**config.mk**
```make
export PLATFORM = sky130hd
export DESIGN_NAME = spi_tx_byte_packer
export DESIGN_NICKNAME = d
export VERILOG_FILES = /design/src/rtl/spi_tx_byte_packer.sv
export SDC_FILE = /design/constraint.sdc
export NUM_CORES = 1
export LEC_CHECK = 0
export ABC_AREA = 1
export ABC_CLOCK_PERIOD_IN_PS = 5900
export CAP_MARGIN = 20
export CORE_ASPECT_RATIO = 1.75
export CORE_MARGIN = 8
export CORE_UTILIZATION = 45
export DETAILED_ROUTE_END_ITERATION = 12
export HOLD_SLACK_MARGIN = 0.06
export PLACE_DENSITY = 0.77
export SYNTH_ARGS = -nofsm -noshare
export SYNTH_HDL_FRONTEND = slang
export SYNTH_SLANG_ARGS = --single-unit
export TNS_END_PERCENT = 10
```
**constraint.sdc**
```tcl
create_clock -name pk_iclk -period 5.9 [get_ports pk_iclk]
set_input_delay 1.18 -clock pk_iclk [delete_from_list [all_inputs] [get_ports pk_iclk]]
set_output_delay 1.18 -clock pk_iclk [all_outputs]
set_load 0.05 [all_outputs]
```
**src/rtl/spi_tx_byte_packer.sv**
```systemverilog
// spi_tx_byte_packer
//   Packs a byte stream into 64-bit words for the 8-lane SPI TX interface.
//   The first byte of a word lands in [7:0] and the eighth in [63:56]. A short final
//   word has its unused lanes filled with PAD_BYTE and is flagged by a keep mask and
//   the frame byte length. A one-word accumulator feeds one output register, so bytes
//   can be accepted every cycle while downstream keeps up.
//
// Ports
//   pk_iclk    in   system clock
//   pk_irst_n  in   asynchronous active-low reset
//   pk_ival    in   input byte valid
//   pk_idata   in   input byte
//   pk_ilast   in   input byte is the last byte of its frame (qualified by pk_ival)
//   pk_oready  out  a byte is accepted when pk_ival & pk_oready
//   pk_oval    out  output word valid
//   pk_odata   out  output word, byte k in [8k+7:8k]
//   pk_olast   out  output word is the last word of its frame
//   pk_okeep   out  valid-byte mask of the output word
//   pk_olen    out  frame byte count, meaningful when pk_oval & pk_olast
//   pk_iready  in   downstream takes the word when pk_oval & pk_iready
module spi_tx_byte_packer #(
  parameter logic [7:0]  PAD_BYTE = 8'h00,
  parameter int unsigned LEN_W    = 16
) (
  input  logic             pk_iclk,
  input  logic             pk_irst_n,
  input  logic             pk_ival,
  input  logic [7:0]       pk_idata,
  input  logic             pk_ilast,
  output logic             pk_oready,
  output logic             pk_oval,
  output logic [63:0]      pk_odata,
  output logic             pk_olast,
  output logic [7:0]       pk_okeep,
  output logic [LEN_W-1:0] pk_olen,
  input  logic             pk_iready
);

  typedef enum logic [0:0] {StFill, StHold} state_e;

  state_e             state_q, state_d;
  logic [63:0]        acc_q, acc_d;
  logic [2:0]         idx_q, idx_d;
  logic [LEN_W-1:0]   cnt_q, cnt_d;
  logic               hold_last_q, hold_last_d;

  logic               oval_q, oval_d;
  logic [63:0]        odata_q, odata_d;
  logic               olast_q, olast_d;
  logic [7:0]         okeep_q, okeep_d;
  logic [LEN_W-1:0]   olen_q, olen_d;

  logic               accept;
  logic               complete;
  logic               out_free;
  logic               load;
  logic [63:0]        acc_wr;
  logic [LEN_W-1:0]   cnt_inc;
  logic [63:0]        word_src;
  logic               word_last;
  logic [LEN_W-1:0]   word_cnt;
  logic [63:0]        word_data;
  logic [7:0]         word_keep;

  // Handshake and accumulator update for the byte on the input this cycle.
  always_comb begin
    accept   = pk_ival & (state_q == StFill);
    complete = accept & ((idx_q == 3'd7) | pk_ilast);
    out_free = ~oval_q | pk_iready;

    acc_wr = acc_q;
    acc_wr[{idx_q, 3'b000} +: 8] = pk_idata;

    cnt_inc = (cnt_q == {LEN_W{1'b1}}) ? cnt_q : cnt_q + 1'b1;
  end

  // Candidate output word: the parked word in HOLD, otherwise the word being completed
  // (which must include the byte arriving right now).
  always_comb begin
    if (state_q == StHold) begin
      word_src  = acc_q;
      word_last = hold_last_q;
      word_cnt  = cnt_q;
    end else begin
      word_src  = acc_wr;
      word_last = pk_ilast;
      word_cnt  = cnt_inc;
    end

    word_data = '0;
    word_keep = '0;
    // Lanes past idx may hold bytes of an earlier word, so they are always padded.
    for (int k = 0; k < 8; k++) begin
      if (k <= int'(idx_q)) begin
        word_data[8*k +: 8] = word_src[8*k +: 8];
        word_keep[k]        = 1'b1;
      end else begin
        word_data[8*k +: 8] = PAD_BYTE;
      end
    end
  end

  // Accumulator FSM.
  always_comb begin
    state_d     = state_q;
    acc_d       = acc_q;
    idx_d       = idx_q;
    cnt_d       = cnt_q;
    hold_last_d = hold_last_q;
    load        = 1'b0;

    unique case (state_q)
      StFill: begin
        if (accept) begin
          acc_d = acc_wr;
          if (complete) begin
            if (out_free) begin
              load  = 1'b1;
              idx_d = 3'd0;
              cnt_d = pk_ilast ? '0 : cnt_inc;
            end else begin
              // Park the word; idx stays on the completing lane to size the keep mask.
              state_d     = StHold;
              hold_last_d = pk_ilast;
              cnt_d       = cnt_inc;
            end
          end else begin
            idx_d = idx_q + 3'd1;
            cnt_d = cnt_inc;
          end
        end
      end
      StHold: begin
        if (out_free) begin
          load    = 1'b1;
          state_d = StFill;
          idx_d   = 3'd0;
          cnt_d   = hold_last_q ? '0 : cnt_q;
        end
      end
      default: state_d = StFill;
    endcase
  end

  // Output register.
  always_comb begin
    oval_d  = oval_q;
    odata_d = odata_q;
    olast_d = olast_q;
    okeep_d = okeep_q;
    olen_d  = olen_q;

    if (load) begin
      oval_d  = 1'b1;
      odata_d = word_data;
      olast_d = word_last;
      okeep_d = word_keep;
      if (word_last) begin
        olen_d = word_cnt;
      end
    end else if (oval_q && pk_iready) begin
      oval_d = 1'b0;
    end
  end

  always_ff @(posedge pk_iclk or negedge pk_irst_n) begin
    if (!pk_irst_n) begin
      state_q     <= StFill;
      acc_q       <= '0;
      idx_q       <= '0;
      cnt_q       <= '0;
      hold_last_q <= 1'b0;
      oval_q      <= 1'b0;
      odata_q     <= '0;
      olast_q     <= 1'b0;
      okeep_q     <= '0;
      olen_q      <= '0;
    end else begin
      state_q     <= state_d;
      acc_q       <= acc_d;
      idx_q       <= idx_d;
      cnt_q       <= cnt_d;
      hold_last_q <= hold_last_d;
      oval_q      <= oval_d;
      odata_q     <= odata_d;
      olast_q     <= olast_d;
      okeep_q     <= okeep_d;
      olen_q      <= olen_d;
    end
  end

  assign pk_oready = (state_q == StFill);
  assign pk_oval   = oval_q;
  assign pk_odata  = odata_q;
  assign pk_olast  = olast_q;
  assign pk_okeep  = okeep_q;
  assign pk_olen   = olen_q;

endmodule

```
=== After elaboration in Yosys (flattened, before gate mapping) ===
Cells that the tools add are included.

* Register bits: 175
* Bits of input ports: 13
* Output and inout bits: 91
* Logic and storage cells: 80

* Add/subtract/negate cells: 3
* Order comparisons: 7
* Equality and inequality tests: 5
* Shift-type cells: 2
* Mux-type cells: 40
* Bitwise gates (word level): 7
* Reduce and logical (&&, ||, !) cells: 6

{| class="wikitable"
|+ Operator list
! operator !! number
|-
| $mux 16 || 8
|-
| $bwmux 64 || 1
|-
| $mux 64 || 1
|-
| $shift 8x8->64 const A || 1
|-
| $shiftx 8x8->64 || 1
|-
| $mux 8 || 7
|-
| $pmux 16 s2 || 1
|-
| $add 16x1->16 const B || 1
|-
| $eq 16x16->1 const B || 1
|-
| $mux 1 || 16
|-
| $le 3x3->1 const A || 4
|-
| $mux 3 || 3
|-
| $neg 6->8 || 1
|-
| $le 2x3->1 const A || 2
|-
| $ne 2x1->1 const B || 3
|-
| $pmux 3 s2 || 1
|-
| $pmux 1 s2 || 2
|-
| $reduce_and 2->1 || 2
|-
| $reduce_and 4->1 || 1
|-
| $add 3x1->3 const B || 1
|-
| $eq 3x3->1 const B || 1
|-
| $le 1x3->1 const A || 1
|-
| $not 1->1 || 3
|-
| $reduce_and 3->1 || 1
|-
| 4 further kinds || 6
|}

=== Logic depth before layout (Yosys ltp) ===
Gate-level depths: netlist (run 1).

* Depth in word-level cells: 7
* Mapped depth: 13
* Depth with buffers taken out: 11

=== Least setup slack after synthesis (run 1) ===
No wires, ideal clock.

* Path type: flip-flop to output port
* From: reg state_q
* To: out pk_oready
* Arrival time: 1.261 ns
* Setup slack: 3.459 ns
* Stages on the path, launching flop included: 4
* Buffers on the path: 2
* Cell sequence: dfrtp_1 -> buf_4 -> inv_2 -> buf_1

* Longest elaborated chain between the ends: 1

{| class="wikitable"
|+ RTL lines
! element !! line !! text
|-
| start, declared || 41 || <nowiki>state_e state_q, state_d;</nowiki>
|-
| start signal, assigned || 168 || <nowiki>state_q <= StFill;</nowiki>
|-
| start signal, assigned || 179 || <nowiki>state_q <= state_d;</nowiki>
|-
| $not 1->1 || n/a ||
|-
| end, declared || 30 || <nowiki>output logic pk_oready,</nowiki>
|}

Every way passes these cells.

=== Worst setup path in the final report (run 1) ===
Same ends and word-level chain as after synthesis.

==> run_results.csv, run 1 <==
group,metric,value,unit
sta,maxSlewViolCount,0,
sta,slew_headroom,33.1,%
cts,htreeDepth,4,
yosys,netlist_instances,1158,
yosys,synthFlopType,"dfrtp_1",
cts,clk_pin_slew,0.07,ns
hold_path,hold_path.class,"flip-flop to flip-flop",
outcome,status,"completed",
cells_and_area,drive_gt1_share,5.96,%
sta,fmax,287,MHz
cells_and_area,regArea,0.00438,mm²
floorplanning,die_h,202,µm
cells_and_area,nets,1251,
power_and_ir_drop,irDropWorstVdd,0.243,mV
floorplanning,fp.coreArea,0.0195,mm²
sta,post-route-period-util,59.1,%
floorplanning,die_w,122,µm
power_and_ir_drop,p_leak,4.97,nW
drt,postRouteAntennaNets,0,
global_routing,grt_pass1_wl,39500,µm
yosys,ys_seq_area_share,49.5,%
global_routing,grt_pass1_vias,7851,
floorplanning,dieArea,0.0246,mm²
cells_and_area,fillCellCount,1840,
setup_path,startpoint,"state_q",
cts,clk_latency,0.44,ns
cts,cts_sinks,175,
cells_and_area,antennaDiodeCount,0,
global_routing,grt_max_degree,108,
cts,clock_path_buffers,2,
sta,timing.final.hold_violations,0,
floorplanning,initial_core_util,45.4,%
drt,via_per_inst,5.36,
floorplanning,ios,104,
drt,drt_first_pass_iters,5,
placed_design,place_hpwl,17300,µm
sta,setup_viol,0,
sta,layout_setup_ws,2.41,ns
global_routing,track_usage,20.3,%
drt,drt_iter0_drc,673,
global_routing,antenna_found_initial,0,
placed_design,dp_slack,2.22,ns
setup_path,crit_type,"flip-flop to primary output",
cells_and_area,multi_input_area,0.00383,mm²
yosys,async_flop_share,100,%
job,drv_cap,0,
cells_and_area,area_growth,19.3,%
yosys,synth-seq-cells,175,
sta,worstMarginPinSlew,1.00,ns
yosys,syn_nets,1180,
sta,tns,0,ns
drt,via_count,7972,
cts,hold_buffers,0,
cts,cts_tree,"built",
cts,cts_buffers,17,
placed_design,gp_congestion,0.912,
drt,drc,0,
yosys,synthesis.area,0.00885,mm²
setup_path,cp_max_fo,56,
hold_path,min_from,"pk_odata[58]",
setup_path,r2r_start,"state_q",
setup_path,cp.arrival,2.31,ns
cts,root_buffer,"clkbuf_16",
placed_design,io_buffers,103,
sta,finClkSkew,0.0107,ns
drt,wirelength,24400,µm
sta,rsz0062_at_grt,"false",
yosys,synth-edff-count,0,
floorplanning,num_rows,68,
global_routing,grt_overflow,0,
yosys,ys_warn_count,0,
cts,postCtsSetupBuffers,0,
yosys,synth.distinct_cells,31,
power_and_ir_drop,power_density,411,mW/mm²
yosys,avgSynthCellArea,7.64,µm²
setup_path,cp_data_required_time,4.72,ns
cts,ctsResizeCount,0,
drt,avgRoutedWirePerCell,16.4,µm
setup_path,crit_path_start_kind,"flip-flop",
setup_path,worst_setup_path_end_kind,"primary output",
sta,final.min_clock_period,3.49,ns
## synth_stat cells (10+ instances only)
| library cell | number | share of area [%] |
|---|---|---|
| clkbuf_1 | 26 | 1.1 |
| o22ai_1 | 10 | 0.71 |
| o21ai_0 | 146 | 8.3 |
| nor3_1 | 16 | 0.91 |
| nand3_1 | 32 | 1.8 |
| nand2_1 | 346 | 15 |
| o21ai_1 | 30 | 1.7 |
| inv_1 | 94 | 4.0 |
| buf_2 | 16 | 0.91 |
| dfrtp_1 | 175 | 49 |
| a21oi_1 | 108 | 6.1 |
| nor2_1 | 83 | 3.5 |
## sequential cells by signal, summed over array words and instances, names as in the netlist, 3 cells and up
signal	count
acc_q	64
cnt_q	16
idx_q	3
pk_odata	64
pk_okeep	8
pk_olen	16
## path summary, 6_finish.rpt
path,end,slack (ns),cells past startpoint
setup / recovery,pk_oready,2.41,2
hold / removal,pk_odata[58],0.48,2
setup reg to reg,pk_olen[3],2.67,7
hold reg to reg,pk_odata[58],0.48,2
max in group asynchronous,state_q,3.90,2
min in group asynchronous,pk_odata[37],0.82,1
## critical path: stages (launching register included)
cell and delay (ns):
dfrtp_2 1.03, inv_2 0.08, clkdlybuf4s50_1 0.74
## metal layers
metal | part of all wire (%) | up-vias | GRT usage, %
met2 | 53 | 237 | 35.7
met1 | 37 | 3758 | 21.6
met3 | 4.7 | 73 | 3.62
met5 | 0 | - | 0
li1 | - | 3904 | -
met4 | 5.3 | 0 | 12.9
## where the power goes
group	total, mW	internal (mW)	switching [mW]	leakage, nW
clock	1.12	0.606	0.510	0.275
combinational	1.55	0.476	1.07	2.39
sequential	1.68	1.49	0.184	2.30
## cell usage in the layout (no fill, tap or decap), drive strengths merged, types with 4 or more instances in the layout
master	instances
a21oi	109
buf	7
clkbuf	18
clkdlybuf4s50	102
clkinvlp	4
dfrtp	175
ha	9
inv	109
nand2	354
nand3	36
nor2	91
nor3	16
o211ai	9
o21ai	180
o22ai	10
xor2	5
## per-stage QoR
stage / total power [mW] / std cells / cell area (µm²) / util [%] / hold WS [ns]
2_1_floorplan: 2.76 / 1158 / 8850 / - / 0.453
3_3_place_gp: 3.20 / 1455 / 9980 / 51.2 / 0.464
3_5_place_dp: 3.24 / 1455 / 9980 / 51.2 / 0.465
4_1_cts: 4.37 / 1487 / 10600 / 54.2 / 0.483
5_1_grt: 4.60 / 1487 / 10600 / 54.2 / 0.502
6_report: 4.35 / 1487 / 10600 / 54.2 / 0.477
## cells by family (layout without fill, tap and decap cells)
group | count (synthesis) | in the layout | synth area share (%)
AOI/OAI and AO/OA | 308 | 308 | 18.1
xor gates and xnor gates | 5 | 5 | 0.495
adders and majority gates | 9 | 9 | 1.27
buffers and inverters | 159 | 243 | 7.23
DFF | 175 | 175 | 49.5
and+or+nand+nor | 502 | 502 | 23.4
## cell type report
class	count	area share (%)
Clock buffer	18	4.16
Clock inverter	14	1.36
Inverter	102	3.63
Multi-Input combinational cell	824	36.3
Sequential cell	175	41.5
Tap cell	245	2.90
Timing Repair Buffer	109	10.2
No activity file was read; power rests on OpenSTA's default activity.
==> run 2: changes to the inputs <==
--- a/config.mk
+++ b/config.mk
@@ -6,14 +6,14 @@
 export NUM_CORES = 1
 export LEC_CHECK = 0
 export ABC_AREA = 1
-export ABC_CLOCK_PERIOD_IN_PS = 5900
+export ABC_CLOCK_PERIOD_IN_PS = 3200
 export CAP_MARGIN = 20
 export CORE_ASPECT_RATIO = 1.75
 export CORE_MARGIN = 8
 export CORE_UTILIZATION = 45
 export DETAILED_ROUTE_END_ITERATION = 12
 export HOLD_SLACK_MARGIN = 0.06
-export PLACE_DENSITY = 0.77
+export PLACE_DENSITY = 0.8
 export SYNTH_ARGS = -nofsm -noshare
 export SYNTH_HDL_FRONTEND = slang
 export SYNTH_SLANG_ARGS = --single-unit
==> constraint.sdc (replaced) <==
create_clock -name pk_iclk -period 3.2 [get_ports pk_iclk]
set_input_delay 0.64 -clock pk_iclk [delete_from_list [all_inputs] [get_ports pk_iclk]]
set_output_delay 0.64 -clock pk_iclk [all_outputs]
set_load 0.05 [all_outputs]
==> run_results.csv, run 2 (synthesis results as in run 1) <==
group,metric,value,unit
outcome,status,"completed",
cells_and_area,antennaDiodeCount,0,
sta,hold_ws,0.199,ns
global_routing,grt_max_degree,108,
cells_and_area,stdcell_count,1494,
setup_path,cp_num_buf_inv,2,
job,drv_cap,0,
cts,root_buffer,"clkbuf_16",
drt,wirelength,24900,µm
cts,hold_buffers,0,
sta,maxSlewViolCount,0,
setup_path,cp_data_required_time,3.51,ns
cts,clk_pin_slew,0.07,ns
placed_design,io_buffers,103,
sta,final.min_clock_period,2.70,ns
sta,tns,0,ns
cells_and_area,final_common_cell,"nand2_1",
cells_and_area,area_growth,20.7,%
sta,slew_headroom,34.8,%
cells_and_area,fin_util,54.8,%
global_routing,track_usage,20.8,%
cts,postCtsSetupBuffers,0,
floorplanning,ios,104,
cts,htreeDepth,4,
setup_path,crit_type,"flip-flop to flip-flop",
global_routing,antenna_found_initial,0,
drt,drt_iter0_drc,691,
drt,via_per_inst,5.45,
sta,finClkSkew,0.00682,ns
drt,avgRoutedWirePerCell,16.6,µm
floorplanning,fp.coreArea,0.0195,mm²
setup_path,cp_slowest_stage_delay,0.55,ns
setup_path,worstPathCellList,"inv_2 -> ha_1 -> clkinv_1 -> nand3_1 -> nor2_1 -> nand2_1 -> nand2_1 -> o21ai_0 -> o21ai_0",
setup_path,worst_path_max_delay_cell,"ha_1",
floorplanning,die_h,202,µm
placed_design,gp_congestion,0.928,
cts,cts_sinks,175,
floorplanning,dieArea,0.0246,mm²
hold_path,hold_path.class,"input pin to async pin",
floorplanning,num_rows,68,
cells_and_area,drive_gt1_share,6.49,%
cts,ctsResizeCount,0,
drt,drc,0,
sta,setup_viol,0,
placed_design,place_hpwl,17500,µm
floorplanning,initial_core_util,45.4,%
cts,cts_buffers,17,
floorplanning,die_w,122,µm
cts,clock_path_buffers,2,
sta,layout_setup_ws,0.502,ns
power_and_ir_drop,power_density,769,mW/mm²
sta,rsz0062_at_grt,"false",
power_and_ir_drop,irDropWorstVdd,0.444,mV
cts,clk_latency,0.44,ns
cts,cts_tree,"built",
drt,drt_first_pass_iters,6,
drt,postRouteAntennaNets,0,
setup_path,worst_setup_path_end_kind,"flip-flop",
sta,timing.final.hold_violations,0,
global_routing,grt_pass1_vias,8158,
setup_path,crit_family,"simple AND/OR/NAND/NOR gates",
setup_path,cp.arrival,3.01,ns
global_routing,grt_pass1_wl,40600,µm
placed_design,place_inst,1462,
placed_design,dp_slack,0.599,ns
cells_and_area,nets,1258,
drt,via_count,8146,
sta,worstMarginPinSlew,0.979,ns
sta,post-route-period-util,84.3,%
global_routing,grt_overflow,0,
setup_path,crit_path_start_kind,"flip-flop",
setup_path,cp_max_fo,20,
power_and_ir_drop,p_leak,5.03,nW
cells_and_area,final_cell_mix,"346 x nand2_1, 174 x dfrtp_1, 146 x o21ai_0",
sta,fmax,371,MHz
-- run 2: changes by cell type in the layout (fill, tap and decap cells not counted), sizes merged, moves of 3 or more --
cell    change
buf         +8
bufinv      +3
clkinv      +3
inv         -8
-- run 2: worst paths after layout --
path,startpoint,to,slack [ns],cells after the start
min in group pk_iclk,pk_odata[10],pk_odata[10],0.48,2
max in group asynchronous,pk_irst_n,acc_q[11],2.23,2
min reg2reg,pk_odata[10],pk_odata[10],0.48,2
min,pk_irst_n,pk_okeep[4],0.20,1
max,idx_q[0],acc_q[5],0.50,9
max reg2reg,idx_q[0],acc_q[5],0.50,9
-- run 2: cell type report --
type | instances | area [µm²]
clock buffers | 19 | 443
clock inverters | 13 | 189
fillers | 1749 | 8800
inverters | 102 | 383
multi-input cells | 824 | 3830
flip-flops and latches | 175 | 4380
well taps | 245 | 307
repair buffers | 116 | 1150
-- run 2: where the power goes --
group | leakage, nW | internal [mW] | total [mW] | switching, mW
Sequential | 2.30 | 2.76 | 3.08 | 0.324
Clock | 0.291 | 1.33 | 2.23 | 0.906
Combinational | 2.44 | 0.890 | 2.90 | 2.01
Total | 5.03 | 4.98 | 8.21 | 3.24
-- run 2: layer usage --
layer / track usage [%] / wire length [µm]
met1: 22.5 / 9170
met2: 35.7 / 12900
met3: 4.01 / 1310
met4: 14.0 / 1460
met5: 0 / 0
-- run 2: worst register-to-register path, cell delays in order (launching register included) --
cell and delay [ns]:
dfrtp_1 0.51, inv_2 0.07, ha_1 0.55, clkinv_1 0.35, nand3_1 0.17, nor2_1 0.05
nand2_1 0.45, nand2_1 0.18, o21ai_0 0.13, o21ai_0 0.12
-- run 2: metrics by stage --
| stage | power (mW) | area, µm² |
|---|---|---|
| finish | 8.21 | 10700 |
| global route | 8.69 | 10700 |
| CTS | 8.25 | 10700 |
| detailed placement | 6.01 | 10100 |
| global placement | 5.94 | 10100 |
| floorplan | 5.09 | 8850 |
==> run 3: changes to the inputs <==
--- a/config.mk
+++ b/config.mk
@@ -6,7 +6,7 @@
 export NUM_CORES = 1
 export LEC_CHECK = 0
 export ABC_AREA = 1
-export ABC_CLOCK_PERIOD_IN_PS = 3200
+export ABC_CLOCK_PERIOD_IN_PS = 2350
 export CAP_MARGIN = 20
 export CORE_ASPECT_RATIO = 1.75
 export CORE_MARGIN = 8
==> constraint.sdc (replaced) <==
create_clock -name pk_iclk -period 2.35 [get_ports pk_iclk]
set_input_delay 0.47 -clock pk_iclk [delete_from_list [all_inputs] [get_ports pk_iclk]]
set_output_delay 0.47 -clock pk_iclk [all_outputs]
set_load 0.05 [all_outputs]
==> run_results.csv, run 3 (synthesis results as in run 1) <==
group,metric,value,unit
placed_design,place_hpwl,18000,µm
floorplanning,ios,104,
cells_and_area,fin_area,0.0110,mm²
placed_design,postPlaceCellArea,0.0103,mm²
setup_path,worst_path_max_delay_cell,"dfrtp_2",
power_and_ir_drop,power_density,1010,mW/mm²
global_routing,track_usage,20.8,%
placed_design,io_buffers,103,
sta,hold_ws,0.482,ns
setup_path,worstPathCellList,"inv_2 -> buf_4 -> buf_12",
sta,setup_viol,0,
cells_and_area,regArea,0.00438,mm²
cells_and_area,final_cell_mix,"346 x nand2_1, 174 x dfrtp_1, 144 x o21ai_0",
power_and_ir_drop,pwr-share-seq,37.8,%
setup_path,cp.arrival,1.72,ns
cts,cts_tree,"built",
sta,worstMarginPinSlew,0.750,ns
sta,post-route-period-util,93.3,%
cells_and_area,fillCellCount,1733,
sta,slew_headroom,50.0,%
global_routing,grt_overflow,0,
sta,final.min_clock_period,2.19,ns
job,drv_cap,0,
cts,cts_buffers,17,
setup_path,cp_max_fo,20,
cts,clk_pin_slew,0.07,ns
cells_and_area,fin_util,56.2,%
power_and_ir_drop,sw_frac_of_total,40.8,%
cts,htreeDepth,4,
floorplanning,die_w,122,µm
cts,clk_latency,0.43,ns
drt,wirelength,25100,µm
drt,via_count,8250,
outcome,status,"completed",
hold_path,min_path_cells,2,
placed_design,dp_slack,-0.00103,ns
power_and_ir_drop,p_sw,4.52,mW
hold_path,min_from,"pk_odata[7]",
floorplanning,dieArea,0.0246,mm²
placed_design,gp_congestion,0.940,
setup_path,r2r.worst_path.cells,11,
floorplanning,die_h,202,µm
drt,avgRoutedWirePerCell,16.4,µm
cells_and_area,nets,1292,
power_and_ir_drop,p_leak,5.22,nW
power_and_ir_drop,internal-power,6.56,mW
drt,drc,0,
cells_and_area,multi_input_area,0.00385,mm²
drt,postRouteAntennaNets,0,
sta,fmax,456,MHz
sta,finClkSkew,0.0103,ns
drt,via_per_inst,5.40,
global_routing,grt_pass1_vias,8148,
floorplanning,fp.coreArea,0.0195,mm²
cells_and_area,antennaDiodeCount,0,
sta,rsz0062_at_grt,"true",
setup_path,cp_data_required_time,1.88,ns
setup_path,crit_type,"flip-flop to primary output",
drt,drt_first_pass_iters,5,
sta,maxSlewViolCount,0,
setup_path,crit_path_start_kind,"flip-flop",
floorplanning,num_rows,68,
sta,tns,0,ns
power_and_ir_drop,clkPwrFrac,25.4,%
cells_and_area,drive_gt1_share,9.12,%
setup_path,startpoint,"state_q",
sta,timing.final.hold_violations,0,
global_routing,grt_pass1_wl,40700,µm
cts,cts_sinks,175,
cts,postCtsSetupBuffers,0,
sta,layout_setup_ws,0.156,ns
power_and_ir_drop,irDropWorstVdd,0.602,mV
global_routing,antenna_found_initial,0,
cells_and_area,area_growth,23.8,%
power_and_ir_drop,combPwrFrac,36.8,%
global_routing,grt_max_degree,108,
setup_path,r2r_start,"idx_q[0]",
cells_and_area,final_common_cell,"nand2_1",
setup_path,worst_setup_path_end_kind,"primary output",
hold_path,hold_path.class,"flip-flop to flip-flop",
setup_path,cp_slowest_stage_delay,0.47,ns
cts,root_buffer,"clkbuf_16",
cts,clock_path_buffers,2,
drt,drt_iter0_drc,820,
floorplanning,initial_core_util,45.4,%
==> run 3: what timing repair did <==
| item | in CTS | in global routing |
|---|---|---|
| pin swaps | 0 | 1 |
| endpoints found under the hold margin | 41 | 0 |
| resized for setup | 1 | 5 |
| endpoints found under the setup margin | 3 | 17 |
| hold buffers | 1 | 0 |
==> run 3: through the flow <==
stage | cells | power, mW
2_1_floorplan | 1158 | 6.93
3_3_place_gp | 1495 | 8.18
3_5_place_dp | 1495 | 8.28
4_1_cts | 1528 | 11.1
5_1_grt | 1528 | 11.7
6_report | 1528 | 11.1
==> run 3: area by class of cell <==
type                    count  area share, %
repair buffers            150           13.3
clock inverters            14           1.35
well taps                 245           2.80
clock buffers              18           3.92
multi-input cells         824           35.1
inverters                 102           3.49
flip-flops and latches    175           40.0
==> run 3: worst paths after layout <==
path	endpoint	slack, ns
worst max-delay path	pk_oready	0.16
worst min-delay path	pk_odata[7]	0.48
worst max register to register	pk_odata[46]	0.16
worst min register to register	pk_odata[7]	0.48
max in group asynchronous	pk_odata[35]	1.10
min in group asynchronous	pk_odata[60]	0.53
==> run 3: worst max-delay path, delay by kind of cell, from the launching register on <==
kind,cells,cell delay (ns)
buf+inv,3,0.82
flops,1,0.47
==> run 3: per-layer routing <==
| layer | vias to the layer above | GRT usage (%) | wire (µm) |
|---|---|---|---|
| met2 | 260 | 35.6 | 13200 |
| li1 | 3991 | - | - |
| met5 | - | 0 | 0 |
| met1 | 3912 | 22.8 | 9390 |
| met3 | 87 | 3.40 | 1160 |
| met4 | 0 | 14.4 | 1370 |
==> run 3: power by group through the flow <==
stage | registers (mW) | clock network [mW] | logic (mW)
floorplan | 5.19 | 0 | 1.73
global placement | 4.22 | 0 | 3.96
detailed placement | 4.24 | 0 | 4.04
CTS | 4.19 | 2.85 | 4.07
global route | 4.28 | 2.96 | 4.47
finish | 4.19 | 2.82 | 4.07
